**config.mk**
```make
export PLATFORM = sky130hd
export DESIGN_NAME = sample_acc_relu_11b
export DESIGN_NICKNAME = d
export VERILOG_FILES = /design/src/rtl/sample_nn_pkg.sv /design/src/rtl/sample_acc_relu_11b_sat.sv /design/src/rtl/sample_acc_relu_11b.sv
export SDC_FILE = /design/constraint.sdc
export NUM_CORES = 1
export LEC_CHECK = 0
export CAP_MARGIN = 20
export CORE_ASPECT_RATIO = 0.9
export CORE_UTILIZATION = 55
export CTS_CLUSTER_DIAMETER = 50
export DETAILED_ROUTE_END_ITERATION = 8
export PLACE_DENSITY_LB_ADDON = 0.15
export SYNTH_ARGS = -nofsm -noshare
export SYNTH_HDL_FRONTEND = slang
export SYNTH_SLANG_ARGS = --single-unit
```
**constraint.sdc**
```tcl
create_clock -name clk -period 6 [get_ports clk]
set_input_delay 0.6 -clock clk [delete_from_list [all_inputs] [get_ports clk]]
set_output_delay 0.6 -clock clk [all_outputs]
set_load 0.01 [all_outputs]
```
**src/rtl/sample_nn_pkg.sv**
```systemverilog
// Shared types, widths and the saturate/ReLU helper for the sample inference datapath.
package sample_nn_pkg;

  localparam int unsigned PROD_W    = 11;
  localparam int unsigned OUT_W     = 11;
  // Widest accumulator the helper function handles.
  localparam int unsigned ACC_MAX_W = 32;

  localparam int SAT_MAX = 1023;
  localparam int SAT_MIN = -1024;

  typedef logic signed [PROD_W-1:0] prod_t;

  // Arithmetic shift, clamp to the signed 11-bit range, then clip negatives to zero.
  function automatic logic [OUT_W-1:0] sat_relu(input logic signed [ACC_MAX_W-1:0] acc,
                                                input int unsigned shift);
    logic signed [ACC_MAX_W-1:0] r;
    r = acc >>> shift;
    if (r > SAT_MAX) r = SAT_MAX;
    if (r < SAT_MIN) r = SAT_MIN;
    if (r < 0)       r = '0;
    return r[OUT_W-1:0];
  endfunction

endpackage

```
**src/rtl/sample_acc_relu_11b_sat.sv**
```systemverilog
// Combinational shift / saturate / ReLU of a wide signed accumulator value.
//   acc_in : signed accumulator sum (ACC_WIDTH bits)
//   res_c  : OUT_W-bit non-negative result, 0..1023
module sample_acc_relu_11b_sat
  import sample_nn_pkg::*;
#(
  parameter int unsigned ACC_WIDTH = 18,
  parameter int unsigned OUT_SHIFT = 0
) (
  input  logic signed [ACC_WIDTH-1:0] acc_in,
  output logic        [OUT_W-1:0]     res_c
);

  assign res_c = sat_relu(ACC_MAX_W'(acc_in), OUT_SHIFT);

endmodule

```
**src/rtl/sample_acc_relu_11b.sv**
```systemverilog
// Streaming accumulate + activation stage: sums N_TAPS signed products plus a bias,
// then shifts, saturates and applies ReLU, emitting one result per vector.
//   clk, reset_n        : clock, async active-low reset
//   clear               : synchronous abort of the partial vector
//   in_valid/in_ready   : input handshake (in_ready doubles as upstream ce)
//   in_data, in_bias    : signed product; bias sampled on the first beat only
//   out_valid/out_ready : output handshake, out_data registered
//   busy                : partial vector in progress
module sample_acc_relu_11b
  import sample_nn_pkg::*;
#(
  parameter int unsigned N_TAPS    = 16,
  parameter int unsigned ACC_WIDTH = 18,
  parameter int unsigned OUT_SHIFT = 0
) (
  input  logic              clk,
  input  logic              reset_n,
  input  logic              clear,
  input  logic              in_valid,
  output logic              in_ready,
  input  logic [PROD_W-1:0] in_data,
  input  logic [PROD_W-1:0] in_bias,
  output logic              out_valid,
  input  logic              out_ready,
  output logic [OUT_W-1:0]  out_data,
  output logic              busy
);

  localparam int unsigned CNT_W = $clog2(N_TAPS);
  localparam logic [CNT_W-1:0] LAST_TAP = CNT_W'(N_TAPS - 1);

  // Elaboration-time parameter legality.
  if (N_TAPS < 2 || N_TAPS > 64) begin : g_bad_taps
    $error("sample_acc_relu_11b: N_TAPS must be in 2..64");
  end
  if (ACC_WIDTH < PROD_W + $clog2(N_TAPS + 1) || ACC_WIDTH > ACC_MAX_W) begin : g_bad_acc
    $error("sample_acc_relu_11b: ACC_WIDTH too small for N_TAPS (or wider than 32)");
  end
  if (OUT_SHIFT > 7) begin : g_bad_shift
    $error("sample_acc_relu_11b: OUT_SHIFT must be in 0..7");
  end

  logic [CNT_W-1:0]            cnt_q, cnt_d;
  logic signed [ACC_WIDTH-1:0] acc_q, acc_d;
  logic                        out_valid_q, out_valid_d;
  logic [OUT_W-1:0]            out_data_q, out_data_d;

  logic                        last_c;
  logic                        in_ready_c;
  logic                        accept_c;
  logic signed [ACC_WIDTH-1:0] sum_c;
  logic [OUT_W-1:0]            res_c;

  // Handshake and running sum; the bias replaces the stale accumulator on tap 0.
  always_comb begin
    last_c     = (cnt_q == LAST_TAP);
    in_ready_c = !(last_c && out_valid_q && !out_ready);
    accept_c   = in_valid && in_ready_c && !clear;
    sum_c      = ((cnt_q == '0) ? ACC_WIDTH'($signed(in_bias)) : acc_q)
               + ACC_WIDTH'($signed(in_data));
  end

  sample_acc_relu_11b_sat #(
    .ACC_WIDTH (ACC_WIDTH),
    .OUT_SHIFT (OUT_SHIFT)
  ) u_sat (
    .acc_in (sum_c),
    .res_c  (res_c)
  );

  // Next-state: drain on handshake first, a final beat then reloads the output.
  always_comb begin
    cnt_d       = cnt_q;
    acc_d       = acc_q;
    out_valid_d = out_valid_q;
    out_data_d  = out_data_q;

    if (out_valid_q && out_ready) out_valid_d = 1'b0;

    if (clear) begin
      cnt_d = '0;
      acc_d = '0;
    end else if (accept_c) begin
      acc_d = sum_c;
      if (last_c) begin
        cnt_d       = '0;
        out_valid_d = 1'b1;
        out_data_d  = res_c;
      end else begin
        cnt_d = cnt_q + CNT_W'(1);
      end
    end
  end

  always_ff @(posedge clk or negedge reset_n) begin
    if (!reset_n) begin
      cnt_q       <= '0;
      acc_q       <= '0;
      out_valid_q <= 1'b0;
      out_data_q  <= '0;
    end else begin
      cnt_q       <= cnt_d;
      acc_q       <= acc_d;
      out_valid_q <= out_valid_d;
      out_data_q  <= out_data_d;
    end
  end

  assign in_ready  = in_ready_c;
  assign busy      = (cnt_q != '0);
  assign out_valid = out_valid_q;
  assign out_data  = out_data_q;

endmodule

```
==> results of run 1 <==
==> state kept, by name, indices dropped and copies added, names as in the netlist <==
register   flops
acc_q         18
out_data      11
cnt_q          4
out_valid      1
==> routing by layer <==
layer / track usage [%] / share of wire, % / up-vias
met2: 44.84 / 44 / 89
met5: 0 / 0 / -
met1: 41.12 / 49 / 1268
li1: - / - / 1289
met4: 7.338 / 1.2 / 0
met3: 4.967 / 6.3 / 11
==> per-stage QoR <==
| stage | power, mW | cell area [um^2] | std cells | hold slack [ps] |
|---|---|---|---|---|
| floorplan | 0.5883 | 2834 | 326 | 304.4 |
| global placement | 0.6791 | 3256 | 420 | 462.3 |
| detailed placement | 0.6841 | 3256 | 420 | 468.2 |
| CTS | 0.8635 | 3347 | 428 | 483.4 |
| global route | 0.9297 | 3347 | 428 | 512.4 |
| finish | 0.8676 | 3347 | 428 | 481.9 |
==> how the worst max path moves through the flow <==
stage	from	end	cells past startpoint
after floorplan	cnt_q[0]$_DFFE_PN0P_	out_data[0]$_DFFE_PN0P_	19
after global placement	cnt_q[0]$_DFFE_PN0P_	out_data[4]$_DFFE_PN0P_	18
after detailed placement	cnt_q[0]$_DFFE_PN0P_	out_data[4]$_DFFE_PN0P_	18
after CTS	cnt_q[0]$_DFFE_PN0P_	out_data[4]$_DFFE_PN0P_	18
after global routing	cnt_q[0]$_DFFE_PN0P_	out_data[2]$_DFFE_PN0P_	18
final	cnt_q[0]$_DFFE_PN0P_	out_data[0]$_DFFE_PN0P_	18
==> power breakdown <==
group | internal [mW] | switching (mW)
Clock | 0.0927 | 0.0874
Sequential | 0.250 | 0.0129
Combinational | 0.170 | 0.255
Total | 0.512 | 0.356
==> kinds of logic (layout without fill, tap and decap cells) <==
kind of cell / count (synthesis) / after routing / synth area share [%]
buffers and inverters: 18 / 55 / 3.443
xor gates and xnor gates: 12 / 12 / 3.974
and+or+nand+nor: 106 / 106 / 19.03
AOI/OAI and AO/OA: 122 / 122 / 28.83
muxes: 12 / 12 / 4.724
adders and majority gates: 22 / 22 / 9.978
DFF: 34 / 34 / 30.02
==> worst max-delay path: stages (launching register included) <==
cell and delay, ps:
sky130_fd_sc_hd__dfrtp_1 420, sky130_fd_sc_hd__inv_1 60, sky130_fd_sc_hd__ha_1 200, sky130_fd_sc_hd__or3b_1 720, sky130_fd_sc_hd__mux2_2 410, sky130_fd_sc_hd__ha_1 220, sky130_fd_sc_hd__fa_1 440, sky130_fd_sc_hd__a211oi_1 250
sky130_fd_sc_hd__o21ai_1 170, sky130_fd_sc_hd__o21ai_0 440, sky130_fd_sc_hd__a21boi_0 210, sky130_fd_sc_hd__nor2_1 170, sky130_fd_sc_hd__and4_1 210, sky130_fd_sc_hd__nand4_1 100, sky130_fd_sc_hd__ha_1 310, sky130_fd_sc_hd__nor3b_1 180
sky130_fd_sc_hd__buf_4 210, sky130_fd_sc_hd__a21oi_1 50, sky130_fd_sc_hd__a211oi_1 230
==> synth_stat cells, types with 6 or more instances <==
library cell,number,share of area (%)
sky130_fd_sc_hd__nor2_1,18,2.4
sky130_fd_sc_hd__mux2_2,11,4.4
sky130_fd_sc_hd__a21oi_1,40,7.1
sky130_fd_sc_hd__xor2_1,9,2.8
sky130_fd_sc_hd__nor3_1,6,1.1
sky130_fd_sc_hd__o21ai_0,19,3.4
sky130_fd_sc_hd__dfrtp_1,34,30
sky130_fd_sc_hd__ha_1,21,9.3
sky130_fd_sc_hd__clkbuf_1,6,0.79
sky130_fd_sc_hd__a211oi_1,18,4.8
sky130_fd_sc_hd__nand2_1,46,6.1
sky130_fd_sc_hd__a22o_1,12,3.7
sky130_fd_sc_hd__a21o_1,13,3.4
==> final cells by class <==
class,instances,area share [%]
clock inverters,1,0.1495
well taps,65,2.430
inverters,4,0.4486
multi-input cells,274,56.34
repair buffers,43,12.64
clock buffers,7,2.579
flip-flops and latches,34,25.42
==> flow_summary_export.csv, run 1 <==
group,metric,value,unit
outcome,status,"finished, final reports clean",
detailed_routing,post-route-drc-count,0,
synthesis,post_synth_num_cell_types,54,
cts,cts-root-to-sink-buffers,2,
synthesis,post_synth_instance_area,2834,um^2
cells_and_area,antenna_cells,0,
cells_and_area,most-common-layout-cells,"sky130_fd_sc_hd__nand2_1 (46), sky130_fd_sc_hd__a21oi_1 (40), sky130_fd_sc_hd__clkdlybuf4s50_1 (40)",
place,port_buffers,40,
synthesis,synth-edff-count,0,
worst_setup_path,ff2ff_path_depth,18,
synthesis,synth_fp_nets,375,
cells_and_area,area_overhead_vs_synth,18.10,%
synthesis,synth.ff_latch_count,34,
detailed_routing,detailed_route_wire_length,7257,um
grt,grt_pass1_vias,2478,
timing,finalCriticalPeriod,5114,ps
timing,total_count_of_max_transition_violations_in_the_final_report,0,
worst_setup_path,startpoint_type,"register",
worst_setup_path,worst-endpoint-arrival,5310,ps
timing,setup_slack,885.7,ps
detailed_routing,firstDrtPassIters,5,
worst_setup_path,endpoint_kind,"register",
timing,timing.setup.tns,0,ps
detailed_routing,ant_nets,0,
floorplan,die-width,77.67,um
detailed_routing,wire_per_inst,16.96,um
floorplan,dieHeight,70.10,um
worst_hold_path,min-delay-start,"acc_q[2]$_DFFE_PN0P_",
grt,grt_first_pass_wirelength,12190,um
floorplan,initial_utilization,57.90,%
worst_setup_path,r2r-start,"cnt_q[0]$_DFFE_PN0P_",
cts,post-cts-setup-buffers,0,
synthesis,synth_sequential_area_ratio,30.02,%
power_and_ir_drop,pwr_density_cell,259.2,nW/um^2
cells_and_area,multiInputGateArea,1886,um^2
cells_and_area,final-seq-area,850.8,um^2
cts,clock_input_transition_at_the_sequential_cells_of_the_worst_setup_and_hold_paths,70,ps
power_and_ir_drop,power.ir.vdd_worst,0.0001587,V
worst_setup_path,worst_r2r_dst,"out_data[0]$_DFFE_PN0P_",
timing,grt_setup_unrepaired,"no",
synthesis,ys_async_sr_fraction,100.0,%
place,post_place_setup_slack,959.9,ps
floorplan,io_pins,41,
synthesis,synth_cells,326,
timing,final-setup-viol-count,0,
place,hpwlAfterDp,5355,um
cells_and_area,utilization,68.38,%
worst_setup_path,cp_max_fo,19,
floorplan,core,4895,um^2
cts,clock_sinks,34,
worst_hold_path,timing.hold.worst_endpoint,"acc_q[2]$_DFFE_PN0P_",
timing,ratio_of_final_minimum_period_to_clock_period,85.24,%
grt,grt_use_total,28.72,%
worst_setup_path,worst_setup_path_class,"register to register",
cells_and_area,layout_commonest_cell,"sky130_fd_sc_hd__nand2_1",
floorplan,placement_rows,24,
grt,grt_start_max_net_pins,35,
timing,fmax,0.1955,GHz
cells_and_area,fill_cells,407,
cts,post_cts_hold_buffer_count,0,
power_and_ir_drop,p_leak,1.504,nW
cts,clock_tree.root_cell,"sky130_fd_sc_hd__clkbuf_8",
synthesis,ys_dominant_reg_cell,"sky130_fd_sc_hd__dfrtp_1",
timing,hold_viol_final,0,
worst_setup_path,reg2reg_slack,890,ps
detailed_routing,route.detailed.vias_per_inst,6.208,
cells_and_area,post_route_cells_drive_above_1_share,8.540,%
worst_setup_path,cp_data_required_time,6190,ps
timing,worst_pin_slew,845.2,ps
cts,h-tree-depth,2,
worst_hold_path,hold-path-cell-count,2,
cts,post_cts_resize_count,0,
cts,numCtsBuffers,5,
synthesis,syn-mean-instance-area,8.693,um^2
worst_hold_path,worst_hold_path_type,"register to register",
place,gp_congestion,0.9199,
cts,insertion_delay,290,ps
timing,final.setup_skew,7.360,ps
detailed_routing,detailedRoute.firstIterationViolations,151,
floorplan,die_area,5444,um^2
grt,grt_antenna_before_repair,0,
detailed_routing,dr_vias,2657,
synthesis,yosysWarningCount,0,
timing,relSlewSlack,43.65,%
cts,tritoncts_clock_tree,"yes",
job,drv_cap,0,
grt,grt_remaining_overflow,0,
cells_and_area,finalNetCount,411,
Power figures use the tool's default switching activity.
==> inputs of run 2 (changes only) <==
--- a/config.mk
+++ b/config.mk
@@ -7,10 +7,11 @@
 export LEC_CHECK = 0
 export CAP_MARGIN = 20
 export CORE_ASPECT_RATIO = 0.9
-export CORE_UTILIZATION = 55
+export CORE_UTILIZATION = 57
+export CTS_BUF_LIST = sky130_fd_sc_hd__clkbuf_8
 export CTS_CLUSTER_DIAMETER = 50
 export DETAILED_ROUTE_END_ITERATION = 8
-export PLACE_DENSITY_LB_ADDON = 0.15
+export PLACE_DENSITY_LB_ADDON = 0.25
 export SYNTH_ARGS = -nofsm -noshare
 export SYNTH_HDL_FRONTEND = slang
 export SYNTH_SLANG_ARGS = --single-unit
==> constraint.sdc (replaced) <==
create_clock -name clk -period 5.5 [get_ports clk]
set_input_delay 0.55 -clock clk [delete_from_list [all_inputs] [get_ports clk]]
set_output_delay 0.55 -clock clk [all_outputs]
set_load 0.01 [all_outputs]
==> run 2 against run 1 <==
- die area is 3.4% lower
- via count shrank 1.1%
- non-clock buffer count unchanged
- highest routed layer unchanged
- critical path type unchanged
- clock skew decreased by 0.70 ps
- sequential power grew 9.5%
==> flow_summary_export.csv, run 2 (synthesized netlist as in run 1, its figures left out) <==
group,metric,value,unit
cts,post-cts-setup-buffers,0,
cts,cts-root-to-sink-buffers,2,
floorplan,placement_rows,23,
detailed_routing,post-route-drc-count,0,
place,hpwlAfterDp,5328,um
worst_setup_path,startpoint_type,"register",
place,port_buffers,40,
worst_setup_path,reg2reg_slack,510,ps
cts,clock_sinks,34,
worst_setup_path,worst_setup_path_class,"register to register",
cts,numCtsBuffers,5,
power_and_ir_drop,p_leak,1.501,nW
timing,worst_pin_slew,615.5,ps
power_and_ir_drop,power.ir.vdd_worst,0.0001713,V
cells_and_area,area_overhead_vs_synth,17.44,%
worst_setup_path,crit_start,"cnt_q[0]$_DFFE_PN0P_",
detailed_routing,detailedRoute.firstIterationViolations,224,
timing,timing.setup.tns,0,ps
cells_and_area,post_route_cells_drive_above_1_share,8.287,%
worst_setup_path,cp_max_fo,19,
worst_setup_path,cp_data_required_time,5670,ps
timing,hold_viol_final,0,
worst_hold_path,min-delay-start,"acc_q[9]$_DFFE_PN0P_",
grt,grt_remaining_overflow,0,
cts,h-tree-depth,2,
worst_setup_path,ff2ff_path_depth,18,
cells_and_area,max_flop_register,"acc_q",
detailed_routing,firstDrtPassIters,4,
place,post_place_setup_slack,454.5,ps
floorplan,die_area,5258,um^2
detailed_routing,wire_per_inst,16.90,um
cts,insertion_delay,280,ps
power_and_ir_drop,pwr_density_cell,277.1,nW/um^2
cells_and_area,final-seq-area,850.8,um^2
timing,fmax,0.2002,GHz
worst_setup_path,r2r-start,"cnt_q[0]$_DFFE_PN0P_",
timing,ratio_of_final_minimum_period_to_clock_period,90.81,%
grt,grt_first_pass_wirelength,11660,um
cts,tritoncts_clock_tree,"yes",
place,gp_congestion,0.8654,
cells_and_area,fill_cells,359,
detailed_routing,dr_vias,2628,
job,drv_cap,0,
timing,total_count_of_max_transition_violations_in_the_final_report,0,
floorplan,io_pins,41,
worst_setup_path,crit_path_end,"out_data[7]$_DFFE_PN0P_",
detailed_routing,detailed_route_wire_length,7165,um
place,placement.cell_area,3252,um^2
cells_and_area,multiInputGateArea,1886,um^2
worst_setup_path,worst-endpoint-arrival,5170,ps
timing,hold_slack,485.4,ps
timing,grt_setup_unrepaired,"no",
cells_and_area,most-common-layout-cells,"sky130_fd_sc_hd__nand2_1 (46), sky130_fd_sc_hd__a21oi_1 (40), sky130_fd_sc_hd__clkdlybuf4s50_1 (40)",
power_and_ir_drop,power.total,922.1,uW
cts,clock_input_transition_at_the_sequential_cells_of_the_worst_setup_and_hold_paths,70,ps
cells_and_area,fin_area,3328,um^2
timing,final-setup-viol-count,0,
cells_and_area,finalNetCount,411,
cells_and_area,antenna_cells,0,
grt,grt_pass1_vias,2368,
grt,grt_start_max_net_pins,35,
grt,grt_antenna_before_repair,0,
cells_and_area,largest_register_ff_count,18,
floorplan,die-width,76.33,um
timing,setup_slack,505.4,ps
outcome,status,"finished, final reports clean",
floorplan,core,4604,um^2
grt,grt_use_total,28.91,%
worst_hold_path,worst_hold_path_type,"register to register",
worst_setup_path,endpoint_kind,"register",
timing,final.setup_skew,6.658,ps
floorplan,dieHeight,68.90,um
timing,relSlewSlack,58.97,%
floorplan,initial_utilization,61.55,%
cells_and_area,layout_commonest_cell,"sky130_fd_sc_hd__nand2_1",
cts,clock_tree.root_cell,"sky130_fd_sc_hd__clkbuf_8",
worst_setup_path,worst_r2r_dst,"out_data[7]$_DFFE_PN0P_",
detailed_routing,route.detailed.vias_per_inst,6.198,
detailed_routing,ant_nets,0,
timing,finalCriticalPeriod,4995,ps
-- run 2: cell count changes in the layout (fill, tap and decap cells not counted) --
cell and change:
sky130_fd_sc_hd__or3b_1 -1, sky130_fd_sc_hd__inv_1 +2, sky130_fd_sc_hd__clkinv_2 -1, sky130_fd_sc_hd__or3b_2 +1
sky130_fd_sc_hd__clkbuf_1 -1, sky130_fd_sc_hd__clkbuf_8 -1
-- run 2: final cells by class --
| cell class | instances | area share [%] |
|---|---|---|
| inverters | 4 | 0.4511 |
| flip-flops and latches | 34 | 25.56 |
| well taps | 62 | 2.331 |
| clock buffers | 5 | 2.068 |
| clock inverters | 2 | 0.2256 |
| multi-input cells | 274 | 56.65 |
| repair buffers | 43 | 12.71 |
-- run 2: worst min path at each step --
| stage | to | slack, ps | depth (start not counted) |
|---|---|---|---|
| finish | acc_q[9]$_DFFE_PN0P_ | 490 | 2 |
| floorplan | acc_q[0]$_DFFE_PN0P_ | 250 | 0 |
| global route | acc_q[8]$_DFFE_PN0P_ | 520 | 2 |
| detailed placement | acc_q[10]$_DFFE_PN0P_ | 470 | 2 |
| global placement | acc_q[9]$_DFFE_PN0P_ | 460 | 2 |
| CTS | acc_q[10]$_DFFE_PN0P_ | 490 | 2 |
-- run 2: routing by layer --
metal  GRT usage (%)  wire length, um  share of wire, %
met4           7.692               74               1.0
met2           46.62             3221                45
met5               0                0                 0
met1           40.38             3322                46
met3           5.263              547               7.6
-- run 2: critical path, stage by stage, from the launching register on --
cell and delay, ps:
sky130_fd_sc_hd__dfrtp_1 440, sky130_fd_sc_hd__inv_1 80, sky130_fd_sc_hd__ha_1 150, sky130_fd_sc_hd__or3b_2 700, sky130_fd_sc_hd__mux2_2 370, sky130_fd_sc_hd__ha_1 220
sky130_fd_sc_hd__fa_1 430, sky130_fd_sc_hd__a211oi_1 270, sky130_fd_sc_hd__o21ai_1 160, sky130_fd_sc_hd__o21ai_0 400, sky130_fd_sc_hd__a21boi_0 200, sky130_fd_sc_hd__nor2_1 160
sky130_fd_sc_hd__and4_1 210, sky130_fd_sc_hd__nand4_1 110, sky130_fd_sc_hd__ha_1 320, sky130_fd_sc_hd__nor3b_1 190, sky130_fd_sc_hd__buf_4 210, sky130_fd_sc_hd__a21oi_1 50
sky130_fd_sc_hd__a211oi_1 230
-- run 2: repair_timing --
action                                  CTS  global route
hold endpoints to repair                  0             0
hold buffers                              0             0
gates resized for setup                   0             1
endpoints found under the setup margin    0             1
-- run 2: metrics by stage --
step | cells | util (%)
global placement | 417 | 70.63
global route | 424 | 72.28
finish | 424 | 72.28
CTS | 424 | 72.28
detailed placement | 417 | 70.63
floorplan | 326 | -
-- run 2: where the power goes --
part	total [mW]	switching (mW)	leakage (nW)	internal, mW
Combinational	0.465	0.279	0.993	0.186
Sequential	0.288	0.0151	0.461	0.272
Clock	0.170	0.0864	0.0466	0.0834
==> inputs of run 3 (changes only) <==
--- a/config.mk
+++ b/config.mk
@@ -5,7 +5,7 @@
 export SDC_FILE = /design/constraint.sdc
 export NUM_CORES = 1
 export LEC_CHECK = 0
-export CAP_MARGIN = 20
+export CAP_MARGIN = 10
 export CORE_ASPECT_RATIO = 0.9
 export CORE_UTILIZATION = 57
 export CTS_BUF_LIST = sky130_fd_sc_hd__clkbuf_8
==> results of run 3 <==
Final layout, timing and power as in run 2 (identical DEF).
